**src/rtl/ic_pkg.sv**
```systemverilog
// Shared interconnect definitions: bus widths and the response record carried
// from the peripheral responder back to the interconnect.
package ic_pkg;

    localparam int IC_ADDR_W = 32;
    localparam int IC_DATA_W = 32;
    localparam int IC_STRB_W = 4;

    typedef struct packed {
        logic                 error;
        logic [IC_DATA_W-1:0] rdata;
    } ic_rsp_t;

endpackage

```
**src/rtl/ic_rsp_fifo.sv**
```systemverilog
// In-order response FIFO. Pointers wrap naturally (DEPTH is a power of two);
// full/empty come from the occupancy count.
module ic_rsp_fifo
    import ic_pkg::*;
#(
    parameter int DEPTH = 2,
    localparam int AW = $clog2(DEPTH),
    localparam int CW = $clog2(DEPTH + 1)
) (
    input  logic          g_clk,
    input  logic          g_resetn,
    input  logic          push,
    input  logic          pop,
    input  ic_rsp_t       wr_data,
    output ic_rsp_t       rd_data,
    output logic          empty,
    output logic          full,
    output logic [CW-1:0] count
);

    ic_rsp_t       mem [DEPTH];
    logic [AW-1:0] wr_ptr;
    logic [AW-1:0] rd_ptr;

    always_ff @(posedge g_clk or negedge g_resetn) begin
        if (!g_resetn) begin
            wr_ptr <= '0;
            rd_ptr <= '0;
            count  <= '0;
        end else begin
            if (push) wr_ptr <= wr_ptr + AW'(1);
            if (pop)  rd_ptr <= rd_ptr + AW'(1);
            count <= count + CW'(push) - CW'(pop);
        end
    end

    always_ff @(posedge g_clk) begin
        if (push) mem[wr_ptr] <= wr_data;
    end

    assign empty   = (count == '0);
    assign full    = (count == CW'(DEPTH));
    assign rd_data = empty ? '0 : mem[rd_ptr];

    push_never_full: assert property (@(posedge g_clk) disable iff (!g_resetn) !(push && full));

endmodule

```
**src/rtl/ic_periph_responder.sv**
```systemverilog
// Peripheral-side responder: credit-limited request acceptance, single-cycle
// device access and in-order responses. Optional address range check: IC_RSP_RANGE_CHECK_EN.
module ic_periph_responder
    import ic_pkg::*;
#(
    parameter int          RSP_DEPTH  = 2,
    parameter logic [31:0] BASE_ADDR  = 32'h0,
    parameter logic [31:0] RANGE_SIZE = 32'h1000
) (
    input  logic                 g_clk,
    input  logic                 g_resetn,
    input  logic                 periph_req,
    output logic                 periph_gnt,
    input  logic                 periph_wen,
    input  logic [IC_STRB_W-1:0] periph_strb,
    input  logic [IC_ADDR_W-1:0] periph_addr,
    input  logic [IC_DATA_W-1:0] periph_wdata,
    output logic                 periph_recv,
    input  logic                 periph_ack,
    output logic [IC_DATA_W-1:0] periph_rdata,
    output logic                 periph_error,
    output logic                 dev_en,
    output logic                 dev_wen,
    output logic [IC_STRB_W-1:0] dev_strb,
    output logic [IC_ADDR_W-1:0] dev_addr,
    output logic [IC_DATA_W-1:0] dev_wdata,
    input  logic [IC_DATA_W-1:0] dev_rdata,
    input  logic                 dev_error
);

    localparam int CW = $clog2(RSP_DEPTH + 1);
    localparam logic [CW-1:0] MAX_CREDITS = CW'(RSP_DEPTH);

    logic [CW-1:0] credits;
    logic          accept;
    logic          pop;
    logic          err_local;
    logic          inf_v;
    logic          inf_wen;
    logic          inf_err;
    ic_rsp_t       inf_rsp;
    ic_rsp_t       fifo_head;
    ic_rsp_t       head;
    logic          fifo_empty;
    logic          fifo_push;
    logic          fifo_pop;
    logic          unused_fifo_full;
    logic [CW-1:0] unused_fifo_count;

`ifdef IC_RSP_RANGE_CHECK_EN
    // 33-bit compare so BASE_ADDR + RANGE_SIZE cannot wrap past 2^32.
    logic [IC_ADDR_W:0] addr_ext;
    logic [IC_ADDR_W:0] lo_ext;
    logic [IC_ADDR_W:0] hi_ext;
    assign addr_ext  = {1'b0, periph_addr};
    assign lo_ext    = {1'b0, BASE_ADDR};
    assign hi_ext    = lo_ext + {1'b0, RANGE_SIZE};
    assign err_local = (addr_ext < lo_ext) || (addr_ext >= hi_ext);
`else
    logic unused_range;
    assign unused_range = ^{BASE_ADDR, RANGE_SIZE};
    assign err_local    = 1'b0;
`endif

    assign periph_gnt = (credits < MAX_CREDITS);
    assign accept     = periph_req && periph_gnt;

    assign dev_en    = accept && !err_local;
    assign dev_wen   = periph_wen;
    assign dev_strb  = periph_strb;
    assign dev_addr  = periph_addr;
    assign dev_wdata = periph_wdata;

    always_ff @(posedge g_clk or negedge g_resetn) begin
        if (!g_resetn) begin
            credits <= '0;
            inf_v   <= 1'b0;
        end else begin
            inf_v <= accept;
            case ({accept, pop})
                2'b10:   credits <= credits + CW'(1);
                2'b01:   credits <= credits - CW'(1);
                default: credits <= credits;
            endcase
        end
    end

    always_ff @(posedge g_clk) begin
        if (accept) begin
            inf_wen <= periph_wen;
            inf_err <= err_local;
        end
    end

    // Device stage: response formed from the device's next-cycle data.
    assign inf_rsp.error = dev_error | inf_err;
    assign inf_rsp.rdata = (inf_wen || inf_err) ? '0 : dev_rdata;

    // The in-flight entry is the youngest response; it is presented directly
    // when the FIFO is empty so that a response is visible the cycle after accept.
    assign periph_recv  = !fifo_empty || inf_v;
    assign head         = !fifo_empty ? fifo_head : (inf_v ? inf_rsp : '0);
    assign periph_rdata = head.rdata;
    assign periph_error = head.error;

    assign pop       = periph_recv && periph_ack;
    assign fifo_pop  = pop && !fifo_empty;
    assign fifo_push = inf_v && !(pop && fifo_empty);

    ic_rsp_fifo #(
        .DEPTH (RSP_DEPTH)
    ) u_rsp_fifo (
        .g_clk    (g_clk),
        .g_resetn (g_resetn),
        .push     (fifo_push),
        .pop      (fifo_pop),
        .wr_data  (inf_rsp),
        .rd_data  (fifo_head),
        .empty    (fifo_empty),
        .full     (unused_fifo_full),
        .count    (unused_fifo_count)
    );

endmodule
```
**config.mk**
```make
export PLATFORM = sky130hd
export DESIGN_NAME = ic_periph_responder
export DESIGN_NICKNAME = d
export VERILOG_FILES = /design/src/rtl/ic_pkg.sv /design/src/rtl/ic_rsp_fifo.sv /design/src/rtl/ic_periph_responder.sv
export SDC_FILE = /design/constraint.sdc
export NUM_CORES = 1
export LEC_CHECK = 0
export BUFFER_PORTS_ARGS = -buffer_cell sky130_fd_sc_hd__buf_2
export CAP_MARGIN = 20
export CORE_MARGIN = 2
export CORE_UTILIZATION = 45
export DETAILED_ROUTE_END_ITERATION = 8
export GPL_ROUTABILITY_DRIVEN = 0
export MAX_ROUTING_LAYER = met4
export PLACE_DENSITY = 0.9
export SETUP_SLACK_MARGIN = 0.4
export SYNTH_ARGS = -nofsm -noshare
export SYNTH_HDL_FRONTEND = slang
export SYNTH_SLANG_ARGS = --single-unit
export TNS_END_PERCENT = 5
```
**constraint.sdc**
```tcl
create_clock -name g_clk -period 2.75 [get_ports g_clk]
set_input_delay 0.1375 -clock g_clk [delete_from_list [all_inputs] [get_ports g_clk]]
set_output_delay 0.1375 -clock g_clk [all_outputs]
set_load 0.02 [all_outputs]
```
==> Yosys cells after proc, flatten, opt, wreduce, memory -nomap -nowiden <==
Memory sizes are Yosys's and may differ from the RTL's.
Cells that the tools add are included.
Widths: inputs -> output; s select.
{ "word_totals": {"romBits": 0, "inputBits": 106, "ff_bits": 8, "memories": 1, "word_cells": 32, "latch_bits": 0, "ramBits": 66} }
{ "op_classes": {"shifts": 0, "mul": 0, "n_eq_ne": 2, "reduce_logical": 10, "magnitude_cmp": 1, "div_mod_pow": 0, "bitwise": 0, "n_addsub": 6, "mux": 6} }
{ "memory_table": {"columns": ["memory", "words", "width", "read_ports", "rd_ports_with_merged_regs", "write_ports", "line_no", "text"], "rows": [
  ["u_rsp_fifo.mem", 2, 33, 1, 0, 1, "ic_rsp_fifo.sv:21", "ic_rsp_t mem [DEPTH];"]
]} }
{ "ops": {"columns": ["op", "count"], "rows": [
  ["$mux 33", 2],
  ["$mux 32", 1],
  ["$logic_and 1x1->1", 5],
  ["$pmux 2 s2", 1],
  ["$add 1x1->1 const B", 2],
  ["$add 2x1->2", 1],
  ["$add 2x1->2 const B", 1],
  ["$eq 2x1->1 const B", 1],
  ["$eq 2x2->1 const B", 1],
  ["$logic_not 1->1", 2],
  ["$logic_not 2->1", 1],
  ["$lt 2x2->1 const B", 1],
  ["$mux 1", 2],
  ["$reduce_bool 2->1", 1],
  ["$sub 2x1->2", 1],
  ["$sub 2x1->2 const B", 1],
  ["$logic_or 1x1->1", 1]
]} }

==> Longest topological paths before layout <==
Gate-level depths: netlist (run 1).
{ "logic_depth": {"depth_word": 9, "ltp_mapped": 8} }

==> Hierarchy <==
Synthesis (run 1) repeated with hierarchy kept, for this count alone.
{ "hier_totals": {"hier_cells": 385, "area_unflattened_um2": 4400.5} }
{ "by_module_without_submodules": {"columns": ["mod", "area_each_um2", "instances", "seq_area_each_um2", "cells_each"], "rows": [
  ["ic_rsp_fifo", 2725.1, 1, 2082.0, 155],
  ["ic_periph_responder", 1675.4, 1, 105.1, 230]
]} }

==> Worst setup path before layout (run 1) <==
No wires, ideal clock.
{ "synth_path": {"kind": "register to register", "from": "reg inf_v", "to": "mem u_rsp_fifo.mem[0][0] in the netlist's numbering, enable pin", "stages_incl_launch_ff": 5, "setup_slack_ps": 227, "arrival_time_ps": 2100, "setup_ps": 423, "path_cell_list": "dfrtp_1 buf_2 inv_1 a21o_1 nor2_1"} }
{ "synth_via": {"elab_chain_cells": 7} }
{ "synth_lines": {"columns": ["element", "line_no", "text"], "rows": [
  ["start: declaration", "ic_periph_responder.sv:38", "logic inf_v;"],
  ["start signal: assignment", "ic_periph_responder.sv:79", "inf_v <= accept;"],
  ["$logic_or 1x1->1", "ic_periph_responder.sv:101", "assign periph_recv = !fifo_empty || inf_v;"],
  ["$logic_and 1x1->1", "ic_periph_responder.sv:106", "assign pop = periph_recv && periph_ack;"],
  ["$logic_and 1x1->1", "ic_periph_responder.sv:108", "assign fifo_push = inf_v && !(pop && fifo_empty);"],
  ["$logic_not 1->1", "ic_periph_responder.sv:108", null],
  ["$logic_and 1x1->1 (*)", "ic_periph_responder.sv:108", null],
  ["$mux 1 (*)", "ic_rsp_fifo.sv:38", "if (push) mem[wr_ptr] <= wr_data;"],
  ["$mux 1 (not written as such) (*)", "ic_rsp_fifo.sv:38", null],
  ["end: declaration", "ic_rsp_fifo.sv:21", null]
]} }
Every way passes the cells marked *; elsewhere a longest branch is shown, timed or not.

==> results of run 1 <==
cells in the mapped netlist:
cell and count:
dfrtp_1 7, o21ai_0 26, clkbuf_2 1, edfxtp_1 67, o21ai_1 7, clkbuf_1 2
buf_8 3, a21o_1 1, nand3_1 33, buf_4 70, xnor2_1 5, nand2_1 2
nor2b_1 26, buf_6 4, a211o_1 1, buf_2 7, and2b_1 7, xor2_1 3
and2_1 1, ha_1 2, inv_1 5, nor2_1 3, nor2_4 1, mux2i_1 33
through the flow:
| stage | utilization | hold slack, ns |
|---|---|---|
| finish | 0.483 | 0.107 |
| global route | 0.483 | 0.122 |
| CTS | 0.482 | 0.0882 |
| detailed placement | 0.458 | -0.0212 |
| global placement | 0.458 | -0.0249 |
| floorplan | - | -0.158 |
critical path, stage by stage, from the launching register on:
cell and delay (ns):
edfxtp_1 0.64, buf_8 0.27, nor2b_1 0.20, nand3_1 0.10, o21ai_0 0.16, buf_2 0.23
placed cells by master, fill, tap and decap left out:
cell type	count
nor2_4	3
and2b_1	7
buf_4	5
nand2_1	2
o21ai_0	26
buf_12	1
clkinv_2	3
xnor2_1	5
ha_1	2
nand3_1	33
xor2_1	3
clkbuf_1	2
o21ai_1	7
clkinv_4	1
and2_1	1
a21o_1	1
a211o_1	1
clkbuf_8	9
nor2_1	1
inv_1	5
dfrtp_1	6
nor2b_1	26
buf_2	74
mux2i_1	33
edfxtp_1	67
dlygate4sd3_1	3
dfrtp_2	1
clkinvlp_4	1
buf_8	1
flip-flops by register name, summed over array words and instances, names as in the netlist:
name,cells
u_rsp_fifo.rd_ptr,1
u_rsp_fifo.count,2
credits,2
u_rsp_fifo.wr_ptr,1
inf_wen,1
u_rsp_fifo.mem,66
inf_v,1
path summary, 6_finish.rpt:
path / end
worst max register to register: u_rsp_fifo.count[1]
worst min-delay path: inf_v
worst min register to register: credits[0]
max in group asynchronous: u_rsp_fifo.rd_ptr
min in group asynchronous: u_rsp_fifo.wr_ptr
worst max-delay path: periph_rdata[19]
final cells by class:
class,count,area (µm²)
Sequential cell,74,2190
Clock buffer,11,131
Clock inverter,5,31.3
Multi-Input combinational cell,151,1040
Timing Repair Buffer,84,473
Tap cell,105,131
Fill cell,753,4290
Inverter,5,18.8
where the power goes:
part	internal, mW	leakage, nW	switching [mW]
Clock	0.325	0.0831	0.395
Sequential	1.51	0.706	0.157
Combinational	0.643	0.797	1.13
cell families after synthesis:
| group | after synthesis | synth area share |
|---|---|---|
| AO/OA/AOI/OAI | 35 | 0.0466 |
| buffers and inverters | 92 | 0.175 |
| multiplexers | 33 | 0.0849 |
| AND/OR/NAND/NOR | 73 | 0.107 |
| XOR/XNOR | 8 | 0.0180 |
| flip-flops | 74 | 0.562 |
| adder cells (fa/ha/maj) | 2 | 0.00643 |
timing repair:
| item | CTS | global route |
|---|---|---|
| endpoints found under the hold margin | 10 | 0 |
| resized for setup | 0 | 0 |
| hold buffers | 3 | 0 |
routing by layer:
layer  track usage  share of wire  up-vias
li1              -              -     1059
met1         0.186           0.39     1051
met2         0.285           0.51      101
met3        0.0549          0.067       33
met4        0.0802          0.041        0
met5             -              0        -
==> results.py, run 1 <==
metrics = {
    "layout": {
        "drive_gt1_frac": 0.300,
        "diodes": 0,
        "nets": 433,
        "final_cell_count_no_fill": 435,
        "stdcell_area_um2": 4010,
        "synthToLayoutAreaGrowth_pct": 3.09,
    },
    "timing": {
        "period_minus_slack_ns": 2.07,
        "finalHoldViolCount": 0,
        "layout_setup_ws_ns": 0.684,
        "grt_setup_unrepaired": "no",
        "fmax_mhz": 484,
        "setup_viol": 0,
        "finClkSkew_ns": 0.0121,
        "period_share": 0.751,
        "tightest_slew_ns": 0.571,
        "timing.setup.tns_ns": 0,
        "slew_headroom": 0.620,
        "drv_slew": 0,
    },
    "detailed_routing": {
        "wl_um": 7740,
        "antenna_left": 0,
        "drc": 0,
        "first_pass_iters": 4,
        "drtIter0Drc": 94,
        "via_per_inst": 5.16,
        "wl_per_cell_um": 17.8,
        "vias": 2244,
    },
    "place": {
        "portBuffers": 74,
        "dp_slack_ns": 0.773,
        "postPlaceCellArea_um2": 3800,
        "hpwl_um": 5230,
        "dp.cells": 415,
    },
    "setup_path": {
        "crit_required_ns": 2.61,
        "startpoint_type": "flop",
        "r2r_cells": 6,
        "worst_r2r_startpoint": "u_rsp_fifo.count[1]",
        "cp_max_fo": 18,
        "crit_type": "reg -> out",
        "r2r_slack_ns": 0.76,
        "critPathArrivalTime_ns": 1.93,
        "cp-end-kind": "primary output",
        "cp-startpoint": "inf_wen",
    },
    "die": {
        "core_area_um2": 8300,
        "die_w_um": 97.0,
        "fp-row-count": 33,
        "dieArea_um2": 9410,
        "die_h_um": 97.0,
        "io_pins": 211,
        "initial_utilization": 0.469,
    },
    "cts": {
        "postCtsSetupBuffers": 0,
        "root_buffer": "clkbuf_8",
        "insertion_delay_ns": 0.34,
        "clock_path_buffers": 2,
        "cts_tree": "yes",
        "clk_pin_slew_ns": 0.07,
        "cts.sinks": 74,
        "cts-buffers-inserted": 9,
        "htree_num_levels": 3,
    },
    "hold_path": {
        "min-delay-start": "periph_req",
        "min_path_cells": 3,
        "hold_class": "in -> reg",
    },
    "logic_synthesis": {
        "synth.area.top_cells": "edfxtp_1 (52%), buf_4 (14%), mux2i_1 (8.5%)",
        "ys_types": 24,
        "synth_top_cell_by_area": "edfxtp_1",
        "postSynthRegisterBits": 74,
        "seq_area_frac_synth": 0.562,
        "syn_area_per_cell_um2": 12.3,
        "synth_cells": 317,
        "synth_nets": 425,
        "yosysTopAreaCellShare": 0.517,
        "syn_area_um2": 3890,
        "yosysWarnings": 0,
    },
    "flow_run": {
        "maxCapViolations": 0,
    },
    "grt": {
        "grt_max_degree": 37,
        "grt.total_usage": 0.171,
        "grt-ovfl-total": 0,
        "grt_pass1_vias": 2402,
        "antenna_found_initial": 0,
        "grt_pass1_wl_um": 12300,
    },
    "power": {
        "ir_drop_uv": 681,
        "total_power_mw": 4.16,
        "p_leak_nw": 1.59,
        "powerDensity_nw_per_um2": 1040,
    },
    "run_status": {
        "outcome": "finished, final reports clean",
    },
}
Power figures use the tool's default switching activity.
==> run 2, diff against run 1 <==
--- a/config.mk
+++ b/config.mk
@@ -5,6 +5,7 @@
 export SDC_FILE = /design/constraint.sdc
 export NUM_CORES = 1
 export LEC_CHECK = 0
+export ABC_AREA = 1
 export BUFFER_PORTS_ARGS = -buffer_cell sky130_fd_sc_hd__buf_2
 export CAP_MARGIN = 20
 export CORE_MARGIN = 2
==> constraint.sdc (replaced) <==
create_clock -name g_clk -period 2.1 [get_ports g_clk]
set_input_delay 0.105 -clock g_clk [delete_from_list [all_inputs] [get_ports g_clk]]
set_output_delay 0.105 -clock g_clk [all_outputs]
set_load 0.02 [all_outputs]
==> run 2 against run 1 <==
Effect of this change:
- via count up 25%
- worst setup slack worse by 0.38 ns
- first-iteration DRC count grew to 2.7 times the previous value
- utilization up 4.8 points
- routed wire length is 37% higher
- non-clock buffer count rose by 17
- sequential share of layout area is 4.7 points lower
- synthesized cell count grew 27%
- synthesized area decreased by 0.96%
- clock power up 42%
- critical path type unchanged
- critical endpoint is now periph_rdata[18]
- highest routed layer unchanged
==> results.py, run 2 <==
metrics = {
    "detailed_routing": {
        "drc": 0,
        "first_pass_iters": 4,
        "wl_um": 10600,
        "antenna_left": 0,
        "wl_per_cell_um": 19.6,
        "drtIter0Drc": 256,
        "vias": 2809,
        "via_per_inst": 5.19,
    },
    "setup_path": {
        "critPathArrivalTime_ns": 1.69,
        "crit_path_end": "periph_rdata[18]",
        "cp-startpoint": "u_rsp_fifo.count[1]",
        "crit_type": "reg -> out",
        "worst_r2r_startpoint": "u_rsp_fifo.count[1]",
        "r2r_slack_ns": 0.33,
        "r2r_cells": 7,
        "cp_max_fo": 8,
        "r2r_end": "u_rsp_fifo.mem[1][2]",
        "startpoint_type": "flop",
        "cp-end-kind": "primary output",
        "crit_required_ns": 2.00,
    },
    "logic_synthesis": {
        "seq_area_frac_synth": 0.567,
        "synthSimpleGateAreaFrac": 0.127,
        "syn_area_um2": 3850,
        "yosysTopAreaCellShare": 0.522,
        "synth_commonest_cells": "buf_4 (69), nor2_1 (69), edfxtp_1 (67), nand2_1 (51), inv_1 (47)",
        "synth.area.top_cells": "edfxtp_1 (52%), buf_4 (13%), nor2_1 (6.7%)",
        "synth_compound_area_frac": 0.0857,
        "synth_xor_area_frac": 0.00454,
        "syn_area_per_cell_um2": 9.54,
        "synth_edf_count": 67,
        "async_flop_share": 0.0946,
        "synth_top_cell_by_area": "edfxtp_1",
        "ys_types": 19,
        "yosysWarnings": 0,
        "muxShareOfSynthArea": 0,
        "synth_top_family_by_area": "buffers and inverters",
        "synth_fa_ha_area_frac": 0.00649,
        "synth_nets": 512,
        "synth_cells": 404,
        "postSynthRegisterBits": 74,
        "synth_flop_cell": "edfxtp_1",
    },
    "die": {
        "core_area_um2": 8260,
        "die_w_um": 96.6,
        "dieArea_um2": 9320,
        "die_h_um": 96.6,
        "fp-row-count": 33,
        "initial_utilization": 0.467,
        "io_pins": 211,
    },
    "timing": {
        "period_minus_slack_ns": 1.79,
        "fin_hold_ws_ns": 0.0458,
        "tightest_slew_ns": 0.357,
        "drv_slew": 0,
        "slew_headroom": 0.762,
        "setup_viol": 0,
        "finalHoldViolCount": 0,
        "period_share": 0.854,
        "timing.setup.tns_ns": 0,
        "fmax_mhz": 557,
        "finClkSkew_ns": 0.0135,
        "grt_setup_unrepaired": "yes",
    },
    "place": {
        "hpwl_um": 7280,
        "portBuffers": 74,
    },
    "cts": {
        "clock_path_buffers": 2,
        "root_buffer": "clkbuf_8",
        "clk_pin_slew_ns": 0.07,
        "insertion_delay_ns": 0.35,
        "cts-buffers-inserted": 9,
        "htree_num_levels": 3,
        "cts_tree": "yes",
        "cts.sinks": 74,
    },
    "layout": {
        "regMostFlops": "u_rsp_fifo.mem",
        "nets": 539,
        "diodes": 0,
        "largest_register_ffs": 66,
        "n_fill_cell": 691,
        "drive_gt1_frac": 0.287,
        "fin_util": 0.531,
        "synthToLayoutAreaGrowth_pct": 13.8,
        "reg_top3": "u_rsp_fifo.mem x66, credits x2, u_rsp_fifo.count x2",
        "layout_commonest_cell": "edfxtp_1",
        "final_cell_mix": "edfxtp_1 (67), nor2_1 (65), buf_2 (59), nand2_1 (50), inv_1 (43)",
    },
    "grt": {
        "grt-ovfl-total": 0,
        "grt.total_usage": 0.235,
        "grt_pass1_wl_um": 15200,
        "antenna_found_initial": 0,
        "grt_pass1_vias": 2754,
        "grt_max_degree": 35,
    },
    "power": {
        "ir_drop_uv": 812,
        "powerDensity_nw_per_um2": 1570,
        "p_leak_nw": 1.99,
    },
    "hold_path": {
        "hold_class": "in -> reg",
    },
    "flow_run": {
        "maxCapViolations": 0,
    },
    "run_status": {
        "outcome": "finished, final reports clean",
    },
}
[run 2: cell types whose count changed after synthesis, moves of 3 or more]
cell     change
nor2_1      +66
o21ai_0      +9
inv_1       +42
xnor2_1      -4
nand2_1     +49
nand3_1     -30
and2b_1      -7
o21ai_1     +23
buf_2        +3
mux2i_1     -33
nor2b_1     -26
buf_8        -3
[run 2: cell type report]
class / count / area (µm²) / share of cell area
inverter: 47 / 176 / 0.0402
clock inverter: 4 / 42.5 / 0.00970
sequential: 74 / 2190 / 0.499
clock buffer: 12 / 135 / 0.0308
timing repair buffer: 101 / 787 / 0.179
multi-input combinational: 198 / 926 / 0.211
tap: 105 / 131 / 0.0300
[run 2: worst max-delay path, stage by stage (launching register included)]
cell and delay (ns):
dfrtp_1 0.42, nor2_4 0.17, buf_6 0.14, buf_6 0.11
buf_16 0.12, nor2_1 0.05, o21ai_1 0.11, o21ai_2 0.08
buf_4 0.16
[run 2: repair_timing]
| action | 4_1_cts | 5_1_grt |
|---|---|---|
| pin swaps | 2 | 1 |
| hold endpoints to repair | 10 | 0 |
| gates cloned | 5 | 0 |
| buffers inserted | 8 | 1 |
| setup endpoints to repair | 33 | 102 |
| gates resized for setup | 45 | 15 |
| hold buffers | 3 | 0 |
[run 2: cell families after synthesis]
kind of cell	count (synthesis)
buffers and inverters	133
AND/OR/NAND/NOR	127
AO/OA/AOI/OAI	66
flip-flops	74
XOR/XNOR	2
adder cells (fa/ha/maj)	2
[run 2: where the power goes]
group	switching [mW]	total, mW	leakage, nW	internal (mW)
sequential	0.146	2.15	0.712	2.01
clock	0.484	1.02	0.0894	0.541
combinational	2.21	3.71	1.19	1.50
[run 2: worst min-delay path by stage]
stage                        from               endpoint  slack, ns  depth (start not counted)
floorplan                g_resetn             credits[0]      -0.19                          0
global placement         g_resetn             credits[0]      -0.05                          1
detailed placement       g_resetn             credits[0]      -0.06                          1
CTS                    periph_req                  inf_v       0.02                          3
global route        dev_rdata[19]  u_rsp_fifo.mem[0][19]       0.06                          3
finish                 periph_req                  inf_v       0.05                          3
[run 2: routing by layer]
| metal | global-route usage | part of all wire | up-vias |
|---|---|---|---|
| met4 | 0.0939 | 0.023 | 0 |
| met1 | 0.237 | 0.31 | 1311 |
| li1 | - | - | 1291 |
| met2 | 0.409 | 0.53 | 181 |
| met5 | - | 0 | - |
| met3 | 0.0908 | 0.13 | 26 |
[run 2: metrics by stage]
step | total power [mW] | instances | cell area [µm²] | setup WS [ns]
floorplan | 4.33 | 404 | 3860 | 0.169
global placement | 4.90 | 508 | 3830 | 0.589
detailed placement | 5.02 | 508 | 3830 | 0.502
CTS | 6.76 | 540 | 4340 | 0.347
global route | 7.31 | 541 | 4390 | 0.217
finish | 6.89 | 541 | 4390 | 0.306
==> run 3, diff against run 2 <==
--- a/config.mk
+++ b/config.mk
@@ -12,7 +12,6 @@
 export CORE_UTILIZATION = 45
 export DETAILED_ROUTE_END_ITERATION = 8
 export GPL_ROUTABILITY_DRIVEN = 0
-export MAX_ROUTING_LAYER = met4
 export PLACE_DENSITY = 0.9
 export SETUP_SLACK_MARGIN = 0.4
 export SYNTH_ARGS = -nofsm -noshare
==> run 3 against run 2 <==
Effect of this change:
- non-clock buffer count unchanged
- routed wire length up 3.1%
- critical path type unchanged
- register-to-register slack about the same
- critical path depth unchanged
- worst hold slack worse by 0.0024 ns
- clock-buffer cell count unchanged
- via count up 2.0%
- first-iteration DRC count down 2.3%
- clock skew down 0.0015 ns
==> results.py, run 3 (synthesis gave the netlist of run 2 again) <==
metrics = {
    "grt": {
        "grt_pass1_wl_um": 15200,
        "grt-ovfl-total": 0,
        "grt_pass1_vias": 2747,
        "grt_max_degree": 35,
        "antenna_found_initial": 0,
        "grt.total_usage": 0.228,
    },
    "run_status": {
        "outcome": "finished, final reports clean",
    },
    "detailed_routing": {
        "first_pass_iters": 5,
        "wl_per_cell_um": 20.2,
        "vias": 2864,
        "via_per_inst": 5.29,
        "drtIter0Drc": 250,
        "wl_um": 10900,
        "drc": 0,
        "antenna_left": 0,
    },
    "layout": {
        "synthToLayoutAreaGrowth_pct": 15.2,
        "regMostFlops": "u_rsp_fifo.mem",
        "largest_register_ffs": 66,
        "n_fill_cell": 674,
        "nets": 539,
        "reg_top3": "u_rsp_fifo.mem x66, credits x2, u_rsp_fifo.count x2",
        "layout_commonest_cell": "edfxtp_1",
        "final_cell_mix": "edfxtp_1 (67), nor2_1 (61), buf_2 (56), nand2_1 (50), inv_1 (43)",
        "diodes": 0,
        "drive_gt1_frac": 0.303,
        "seq_area_um2": 2190,
        "multiInputGateArea_um2": 967,
        "stdcell_area_um2": 4440,
    },
    "timing": {
        "finClkSkew_ns": 0.0120,
        "drv_slew": 0,
        "finalHoldViolCount": 0,
        "grt_setup_unrepaired": "yes",
        "fmax_mhz": 543,
        "timing.setup.tns_ns": 0,
        "period_share": 0.876,
        "tightest_slew_ns": 0.358,
        "setup_viol": 0,
        "period_minus_slack_ns": 1.84,
        "slew_headroom": 0.761,
    },
    "cts": {
        "htree_num_levels": 3,
        "insertion_delay_ns": 0.35,
        "clock_path_buffers": 2,
        "root_buffer": "clkbuf_8",
        "cts.sinks": 74,
        "cts-buffers-inserted": 9,
        "cts_tree": "yes",
        "clk_pin_slew_ns": 0.07,
    },
    "hold_path": {
        "min_path_cells": 3,
        "hold_class": "in -> reg",
        "hold_end": "inf_v",
        "min-delay-start": "periph_req",
    },
    "setup_path": {
        "crit_type": "reg -> out",
        "r2r_end": "u_rsp_fifo.count[1]",
        "r2r_cells": 10,
        "cp_slowest_stage_delay_ns": 0.42,
        "crit_required_ns": 2.00,
        "critical_path.cell_chain": "nor2_4 > buf_6 > buf_12 > buf_16 > nor2_1 > o21ai_1 > o21ai_1 > buf_4",
        "startpoint_type": "flop",
        "worst_r2r_startpoint": "u_rsp_fifo.count[1]",
        "r2r_slack_ns": 0.33,
        "cp-end-kind": "primary output",
        "crit_top_cell": "o21ai_1",
        "critPathArrivalTime_ns": 1.74,
        "cp_max_fo": 8,
        "critical_path.slowest_cell": "dfrtp_1",
    },
    "power": {
        "p_leak_nw": 2.01,
        "ir_drop_uv": 819,
        "powerDensity_nw_per_um2": 1590,
    },
    "die": {
        "io_pins": 211,
        "dieArea_um2": 9320,
        "core_area_um2": 8260,
        "initial_utilization": 0.467,
        "die_w_um": 96.6,
        "fp-row-count": 33,
        "die_h_um": 96.6,
    },
    "place": {
        "portBuffers": 74,
        "postPlaceCellArea_um2": 3830,
        "hpwl_um": 7280,
    },
    "flow_run": {
        "maxCapViolations": 0,
    },
}
## run 3: cell counts in the layout (fill, tap and decap cells not counted)
Identical to the previous run, type by type.
## run 3: how the worst max path moves through the flow
stage	startpoint	to	slack, ns	cells past startpoint
2_1_floorplan	u_rsp_fifo.count[1]	u_rsp_fifo.mem[0][0]	0.17	4
3_3_place_gp	u_rsp_fifo.count[1]	periph_rdata[0]	0.59	5
3_5_place_dp	u_rsp_fifo.count[1]	periph_rdata[6]	0.50	6
4_1_cts	u_rsp_fifo.count[0]	periph_rdata[23]	0.35	8
5_1_grt	u_rsp_fifo.count[1]	periph_rdata[2]	0.21	8
6_report	u_rsp_fifo.count[1]	periph_rdata[2]	0.26	8
## run 3: report_power, final
part | total (mW) | switching, mW | internal, mW
combinational | 3.88 | 2.30 | 1.58
sequential | 2.16 | 0.149 | 2.01
clock | 1.03 | 0.488 | 0.541
total | 7.06 | 2.94 | 4.13
## run 3: cell type report
type,instances,share of cell area
clock buffer,12,0.0304
clock inverter,4,0.00958
inverter,47,0.0397
multi-input combinational,198,0.218
sequential,74,0.492
tap,105,0.0296
timing repair buffer,101,0.181
## run 3: what timing repair did
item / in CTS / in global routing
gates resized for setup: 45 / 35
hold buffers: 3 / 0
setup buffers: 8 / 1
gates cloned: 5 / 0
endpoints found under the hold margin: 10 / 0
endpoints found under the setup margin: 33 / 102
pin swaps: 2 / 2
## run 3: routing by layer
layer	share of wire	track usage	wire length (µm)	vias up
met5	0	0	0	-
met4	0.022	0.0939	242	0
met3	0.13	0.0923	1400	24
met2	0.54	0.410	5880	182
met1	0.31	0.235	3410	1364
li1	-	-	-	1294
## run 3: worst max-delay path: cells and delay by family, from the launching register on
family	cells	cell delay, ns
simple gates	2	0.24
buf+inv	4	0.57
flops	1	0.42
compound gates	2	0.18
## run 3: metrics by stage
step                      utilization  setup slack, ns  hold WS, ns  std cells  total power [mW]
final                           0.538            0.260       0.0433        541              7.06
after CTS                       0.526            0.347       0.0202        540              6.76
after global routing            0.538            0.208       0.0660        541              7.48
after global placement          0.464            0.589      -0.0524        508              4.90
after detailed placement        0.464            0.502      -0.0554        508              5.02
after floorplan                     -            0.169       -0.191        404              4.33
